## src/rtl/fifo_pkg.sv

```systemverilog
// Shared sizing helpers for the FIFO slice: pointer and occupancy-counter widths.
package fifo_pkg;

   function automatic int ptr_width(input int depth);
      return (depth <= 2) ? 1 : $clog2(depth);
   endfunction

   // Occupancy must represent 0..depth inclusive, hence depth+1 states.
   function automatic int cnt_width(input int depth);
      return $clog2(depth + 1);
   endfunction

endpackage

```

## src/rtl/fifo_wrap_ptr.sv

```systemverilog
// Circular pointer for a FIFO of arbitrary (non power-of-two) depth.
module fifo_wrap_ptr
   import fifo_pkg::*;
#(
   parameter int DEPTH = 2
) (
   input  logic                        CLK,
   input  logic                        RESETN,
   input  logic                        CLEAR,
   input  logic                        INC,
   output logic [ptr_width(DEPTH)-1:0] PTR
);

   localparam int PW = ptr_width(DEPTH);

   // Wrap by explicit compare so depths that are not a power of two work.
   always_ff @(posedge CLK) begin
      if (!RESETN || CLEAR) begin
         PTR <= '0;
      end else if (INC) begin
         if (PTR == PW'(DEPTH - 1)) PTR <= '0;
         else                       PTR <= PTR + PW'(1);
      end
   end

endmodule

```

## src/rtl/fifo_level.sv

```systemverilog
// First-word fall-through FIFO with occupancy count and level flags.
// Optional sticky OVERFLOW/UNDERFLOW outputs are enabled by FIFO_LEVEL_ERR_FLAGS_EN.
module fifo_level
   import fifo_pkg::*;
#(
   parameter int FIFO_WIDTH = 32,
   parameter int FIFO_DEPTH = 32,
   parameter int AF_LEVEL   = FIFO_DEPTH - 2,
   parameter int AE_LEVEL   = 2
) (
   input  logic                                CLK,
   input  logic                                RESETN,
   input  logic                                CLEAR,
   input  logic                                WR_CMD,
   input  logic [FIFO_WIDTH-1:0]               WR_DATA,
   input  logic                                RD_CMD,
   output logic [FIFO_WIDTH-1:0]               RD_DATA,
   output logic                                FULL,
   output logic                                EMPTY,
   output logic                                ALMOST_FULL,
   output logic                                ALMOST_EMPTY,
`ifdef FIFO_LEVEL_ERR_FLAGS_EN
   output logic                                OVERFLOW,
   output logic                                UNDERFLOW,
`endif
   output logic [cnt_width(FIFO_DEPTH)-1:0]    COUNT
);

   localparam int PW = ptr_width(FIFO_DEPTH);
   localparam int CW = cnt_width(FIFO_DEPTH);

   if (FIFO_DEPTH < 2 || AF_LEVEL > FIFO_DEPTH || AE_LEVEL >= FIFO_DEPTH) begin : g_param_error
      $error("fifo_level: illegal FIFO_DEPTH/AF_LEVEL/AE_LEVEL combination");
   end

   logic [FIFO_WIDTH-1:0] mem [FIFO_DEPTH];
   logic [PW-1:0]         wr_ptr;
   logic [PW-1:0]         rd_ptr;
   logic [CW-1:0]         count_q;
   logic                  wr_en;
   logic                  rd_en;

   // A simultaneous read frees a slot, so a full FIFO still accepts the write.
   assign wr_en = WR_CMD && (!FULL || RD_CMD);
   assign rd_en = RD_CMD && !EMPTY;

   fifo_wrap_ptr #(.DEPTH(FIFO_DEPTH)) u_wr_ptr (
      .CLK    (CLK),
      .RESETN (RESETN),
      .CLEAR  (CLEAR),
      .INC    (wr_en),
      .PTR    (wr_ptr)
   );

   fifo_wrap_ptr #(.DEPTH(FIFO_DEPTH)) u_rd_ptr (
      .CLK    (CLK),
      .RESETN (RESETN),
      .CLEAR  (CLEAR),
      .INC    (rd_en),
      .PTR    (rd_ptr)
   );

   // Storage is zeroed only by reset; a flush keeps the old words in place.
   always_ff @(posedge CLK) begin
      if (!RESETN) begin
         for (int i = 0; i < FIFO_DEPTH; i++) mem[i] <= '0;
      end else if (wr_en && !CLEAR) begin
         mem[wr_ptr] <= WR_DATA;
      end
   end

   always_ff @(posedge CLK) begin
      if (!RESETN || CLEAR) begin
         count_q <= '0;
      end else begin
         case ({wr_en, rd_en})
            2'b10:   count_q <= count_q + CW'(1);
            2'b01:   count_q <= count_q - CW'(1);
            default: count_q <= count_q;
         endcase
      end
   end

   assign RD_DATA      = mem[rd_ptr];
   assign COUNT        = count_q;
   assign FULL         = (count_q == CW'(FIFO_DEPTH));
   assign EMPTY        = (count_q == '0);
   assign ALMOST_FULL  = (count_q >= CW'(AF_LEVEL));
   assign ALMOST_EMPTY = (count_q <= CW'(AE_LEVEL));

`ifdef FIFO_LEVEL_ERR_FLAGS_EN
   always_ff @(posedge CLK) begin
      if (!RESETN || CLEAR) begin
         OVERFLOW  <= 1'b0;
         UNDERFLOW <= 1'b0;
      end else begin
         if (WR_CMD && FULL && !RD_CMD) OVERFLOW  <= 1'b1;
         if (RD_CMD && EMPTY)           UNDERFLOW <= 1'b1;
      end
   end
`endif

endmodule

```

## config.mk

```make
export PLATFORM = sky130hd
export DESIGN_NAME = fifo_level
export DESIGN_NICKNAME = d
export VERILOG_FILES = /design/src/rtl/fifo_pkg.sv /design/src/rtl/fifo_wrap_ptr.sv /design/src/rtl/fifo_level.sv
export SDC_FILE = /design/constraint.sdc
export NUM_CORES = 1
export LEC_CHECK = 0
export CORE_AREA = 2 2 418 296
export CTS_CLUSTER_SIZE = 16
export DETAILED_ROUTE_END_ITERATION = 10
export DIE_AREA = 0 0 420 298
export PLACE_DENSITY_LB_ADDON = 0.3
export SLEW_MARGIN = 25
export SYNTH_ARGS = -nofsm -noshare
export SYNTH_HDL_FRONTEND = slang
export SYNTH_SLANG_ARGS = --single-unit
export TNS_END_PERCENT = 50
```

## constraint.sdc

```tcl
create_clock -name CLK -period 6.05 [get_ports CLK]
set_input_delay 0.605 -clock CLK [delete_from_list [all_inputs] [get_ports CLK]]
set_output_delay 0.605 -clock CLK [all_outputs]
set_load 0.01 [all_outputs]
```

; After elaboration in Yosys (flattened, before gate mapping)
; Memories as Yosys holds them, arrays and structs flattened. A register that Yosys moved wholly into a read port is not among the register bits.
; Index checks and enable logic that the tools add are counted.
[totals]
reg_bits = 16
input_bits = 37
ram_bits = 1024
memories = 1
elab_cells = 39
latch_bits = 0
out_inout_bits = 42
rom_bits = 0
[memory_table]
columns = name, depth, word_bits, read_ports, rd_clocked_by_memory_dff, wr, line_no
row1 = mem, 32, 32, 1, 1, 32, fifo_level.sv:36  ; logic [FIFO_WIDTH-1:0] mem [FIFO_DEPTH];
[op_classes]
n_addsub = 4
n_lt_le_gt_ge = 2
mux = 12
reduce_logical = 12
eq_ne = 5
shift = 0
div = 0
bitwise = 0
multipliers = 0
[ops]
columns = cell, count
row1 = $mux W32, 1
row2 = $reduce_or A32 Y1, 1
row3 = $mux W5, 5
row4 = $pmux W6 S2, 1
row5 = $add A5 B1 Y5 const B, 2
row6 = $eq A5 B5 Y1 const B, 2
row7 = $add A6 B1 Y6 const B, 1
row8 = $eq A6 B6 Y1 const B, 1
row9 = $ge A6 B5 Y1 const B, 1
row10 = $le A6 B2 Y1 const B, 1
row11 = $logic_not A6 Y1, 1
row12 = $sub A6 B1 Y6 const B, 1
row13 = $mux W1, 5
row14 = $logic_not A1 Y1, 4
row15 = $logic_and A1 B1 Y1, 3
row16 = $eq A2 B1 Y1 const B, 1
row17 = $eq A2 B2 Y1 const B, 1
row18 = $logic_or A1 B1 Y1, 2
row19 = $reduce_bool A2 Y1, 1

; Longest topological paths before layout
[logic_depth]
word_depth = 10
mapped_depth = 11
ltp_nobuf = 10

; Modules after synthesis
; A second synthesis with hierarchy kept.
[unflattened]
hier_cells = 3339
area_unflattened_um2 = 45331.0
[modules_own_cells]
columns = mod, area_per_inst_um2, seq_area_each_um2, cells_each, n_inst
row1 = fifo_level, 44820.5, 30869.6, 3293, 1
row2 = fifo_wrap_ptr, 255.2, 100.1, 23, 2

; Least setup slack after synthesis
; Ideal clock, no wire load.
[synth_path]
path_type = input -> register
startpoint = input port CLEAR
endpoint = memory mem[22][0], enable pin
slack_ns = 1.889
path_buffers = 1
t_required_ns = 5.584
arrival_time_ns = 3.695
cell_stages = 4
setup_time_ns = 0.466
path_cell_list = and3b_1 o311ai_4 buf_6 o21ai_0
[synth_lines]
columns = element, line_no
row1 = from (decl), fifo_level.sv:13  ; input logic CLEAR,
row2 = to (decl), fifo_level.sv:36

==> run summary <==
1st-pass router iterations: 5
crit path to: RD_DATA[21]
Synth Area in XOR/XNOR: 0.0182%
r2r worst-path depth: 8
Fin Clk Skew: 0.0472 ns
Fin Setup TNS: 0 ns
Unique masters post-synth: 48
Worst path top cell family by delay: buffers and inverters
max frequency: 0.211 GHz
critical path class: reg2out
gr usage total: 23.2%
Crit path largest cell delay: 0.84 ns
antenna-violating nets left: 0
Main synth FF type: edfxtp_1
leakage power total: 19.6 nW
startpoint types: flip-flop
nets@finish: 3349
share of cells above drive strength 1: 20.6%
Sink Count: 1045
gpl congestion: 0.802
worst hold path type: reg2reg
Placeable Area: 0.121 mm2
reg2reg start: COUNT[3]
Die X: 420 um
largest net degree at the start of global routing: 85
clk buf depth: 3
H-tree levels: 3
leading area contributor after synthesis: edfxtp_1
CTS resizes: 0
initial DRC count: 3981
Seq/Total Area, Yosys: 64.9%
Worst-Margin Slew: 1.16 ns
vias in the first global route: 27.6k
pwr/cell area: 284 mW/mm2
post-DR vias/cell: 5.66
area share of the largest cell type after synthesis: 64.0%
CP arrival: 4.13 ns
Area growth syn-to-layout: 13.0%
Post-DP Area: 0.0509 mm2
Synth Area in Compound Gates: 4.64%
status: complete, no violations
Adder-Cell Fraction of Synth Area: 0.354%
Max Fanout on Critical Path: 41
clk_lat worst skew: 0.73 ns
Total Wirelength: 145000 um
post-layout minimum cycle time: 4.73 ns
RR Endpoint: COUNT[5]
total CTS buffers: 102
Final Setup Violations: 0
I/O Pins: 79
Syn Area/Cell: 14.4 um2
first-pass GRT wire length: 207000 um
clock root buffer master: clkbuf_16
post-synthesis mux area share: 10.6%
wire per inst: 29.0 um
post-DP HPWL: 85400 um
most common cell in the synthesized netlist: edfxtp_1
fillers: 10.5k
WP buf/inv: 3
ranking of synthesized cells by area: edfxtp_1 (64%), and2_1 (12%), mux4_2 (6.0%), mux2_2 (4.5%), clkbuf_1 (2.0%)
Residual DRC: 0
VDD IR max: 0.000239 V
fin area: 0.0543 mm2
Synthesized Nets: 3376
cells along the critical path: buf_12 -> buf_4 -> mux2_2 -> o21ai_0 -> nor3_1 -> or4_1 -> clkdlybuf4s50_1
gr ovfl total: 0
Initial Util: 39.8%
reg2reg setup slack: 2.24 ns
Hold Buf Count CTS: 0
Post-CTS Repair Setup Buffers: 0
DIE AREA: 0.125 mm2
Slew headroom: 22.6%
fin. max-slew vios: 0
CTS tree: done
number of synthesized flops with an enable pin: 1024
initial antenna violation count: 8
synth warn: 0
Mapped Area: 0.0481 mm2
clk slew on worst S/H paths: 0.06 ns
PortBufs: 78
most frequent cells after synthesis: edfxtp_1 (1024), and2_1 (897), clkbuf_1 (261)
critical path endpoint category: primary output
Vias: 28.4k
Final Hold Vio Count: 0
simple-gate share of the synthesized area: 16.4%
Layout Utilization: 44.9%
fin crit share: 78.3%
Critical Path RT: 5.44 ns
main combinational cell family by area after synthesis: simple AND/OR/NAND/NOR gates
Max-Cap Viols: 0
die height: 298 um
Critical-path top delay cell: dfxtp_4
RSZ-0062 raised after global routing: no
Row Count: 107
#FFs+latches synth: 1045
fraction of registers with async set/reset: 0%
Syn Inst Count: 3326
Crit. path cell count: 7
-- power breakdown --
part	total [mW]	internal, mW	leakage [nW]	switching [mW]
Clock	6.44	3.56	1.61	2.88
Sequential	8.24	8.17	10.7	0.0724
Combinational	0.724	0.221	7.28	0.503
Total	15.4	12.0	19.6	3.45
-- layout make-up --
cell class	instances	area, um2	area share [%]
Sequential cell	1045	31200	57.4
Multi-Input combinational cell	1941	15900	29.2
Clock buffer	119	2650	4.87
Tap cell	1635	2050	3.77
Timing Repair Buffer	203	1930	3.55
Clock inverter	63	621	1.14
Inverter	6	22.5	0.0415
Antenna cell	3	7.51	0.0138
-- registers in the layout, summed over array words and instances, names as in the netlist, named ones only --
signal,flops
COUNT,6
mem,1024
u_rd_ptr.PTR,5
u_wr_ptr.PTR,5
-- cell families (layout without fill, tap and decap cells) --
family,count (synthesis),count (layout)
other cells,0,3
simple gates,1281,1281
mux,323,323
xor+xnor,1,1
fa+ha+maj,13,13
compound gates,323,323
buf+inv,340,391
flops,1045,1045
-- worst min-delay path by stage --
stage,slack [ns],startpoint,endpoint,cells after the start
CTS,0.52,u_rd_ptr.PTR[3],flip-flop,2
floorplan,0.47,u_rd_ptr.PTR[3],flip-flop,2
global placement,0.50,u_rd_ptr.PTR[3],u_rd_ptr.PTR[3],2
detailed placement,0.51,u_rd_ptr.PTR[3],u_rd_ptr.PTR[3],2
finish,0.52,u_rd_ptr.PTR[3],u_rd_ptr.PTR[3],2
global route,0.53,WR_DATA[11],mem[20][11],2
-- cells in the final DEF (no fill, tap or decap), types with 32 or more instances in the layout --
| master | synthesis | routed |
|---|---|---|
| edfxtp_1 | 1024 | 1024 |
| and2_1 | 897 | 897 |
| mux2_2 | 192 | 192 |
| and3_1 | 132 | 131 |
| mux4_2 | 128 | 128 |
| buf_4 | 5 | 104 |
| clkbuf_16 | 0 | 103 |
| o21ai_0 | 103 | 71 |
| nor3_1 | 67 | 67 |
| nor2b_1 | 68 | 67 |
| a211oi_1 | 66 | 66 |
| a22o_1 | 64 | 64 |
| o22ai_1 | 64 | 64 |
| clkdlybuf4s50_1 | 0 | 57 |
| or4_1 | 36 | 36 |
| o21ai_4 | 0 | 32 |
-- per-layer routing --
metal	track usage (%)	wire [um]	up-vias
li1	-	-	12200
met1	34.2	63300	14600
met2	34.1	64100	1367
met3	6.03	14200	210
met4	5.91	3650	2
met5	0	13	-
-- per-stage QoR --
step,power [mW],setup slack (ns),cells,hold slack (ns)
after floorplan,8.74,1.89,3326,0.468
after global placement,9.10,2.04,4821,0.496
after detailed placement,9.11,2.04,4824,0.507
after CTS,15.5,1.28,5006,0.517
after global routing,15.8,1.23,5012,0.533
final,15.4,1.32,5015,0.522
-- worst register-to-register path, cell delays in order, from the launching register on --
cell and delay (ns):
dfxtp_1 0.37, or4_1 0.86, o31ai_2 0.72, ha_1 0.47
ha_1 0.31, a211oi_1 0.41, o21ai_0 0.18, and4_1 0.20
o21a_1 0.17
No activity file was read; power rests on OpenSTA's default activity.
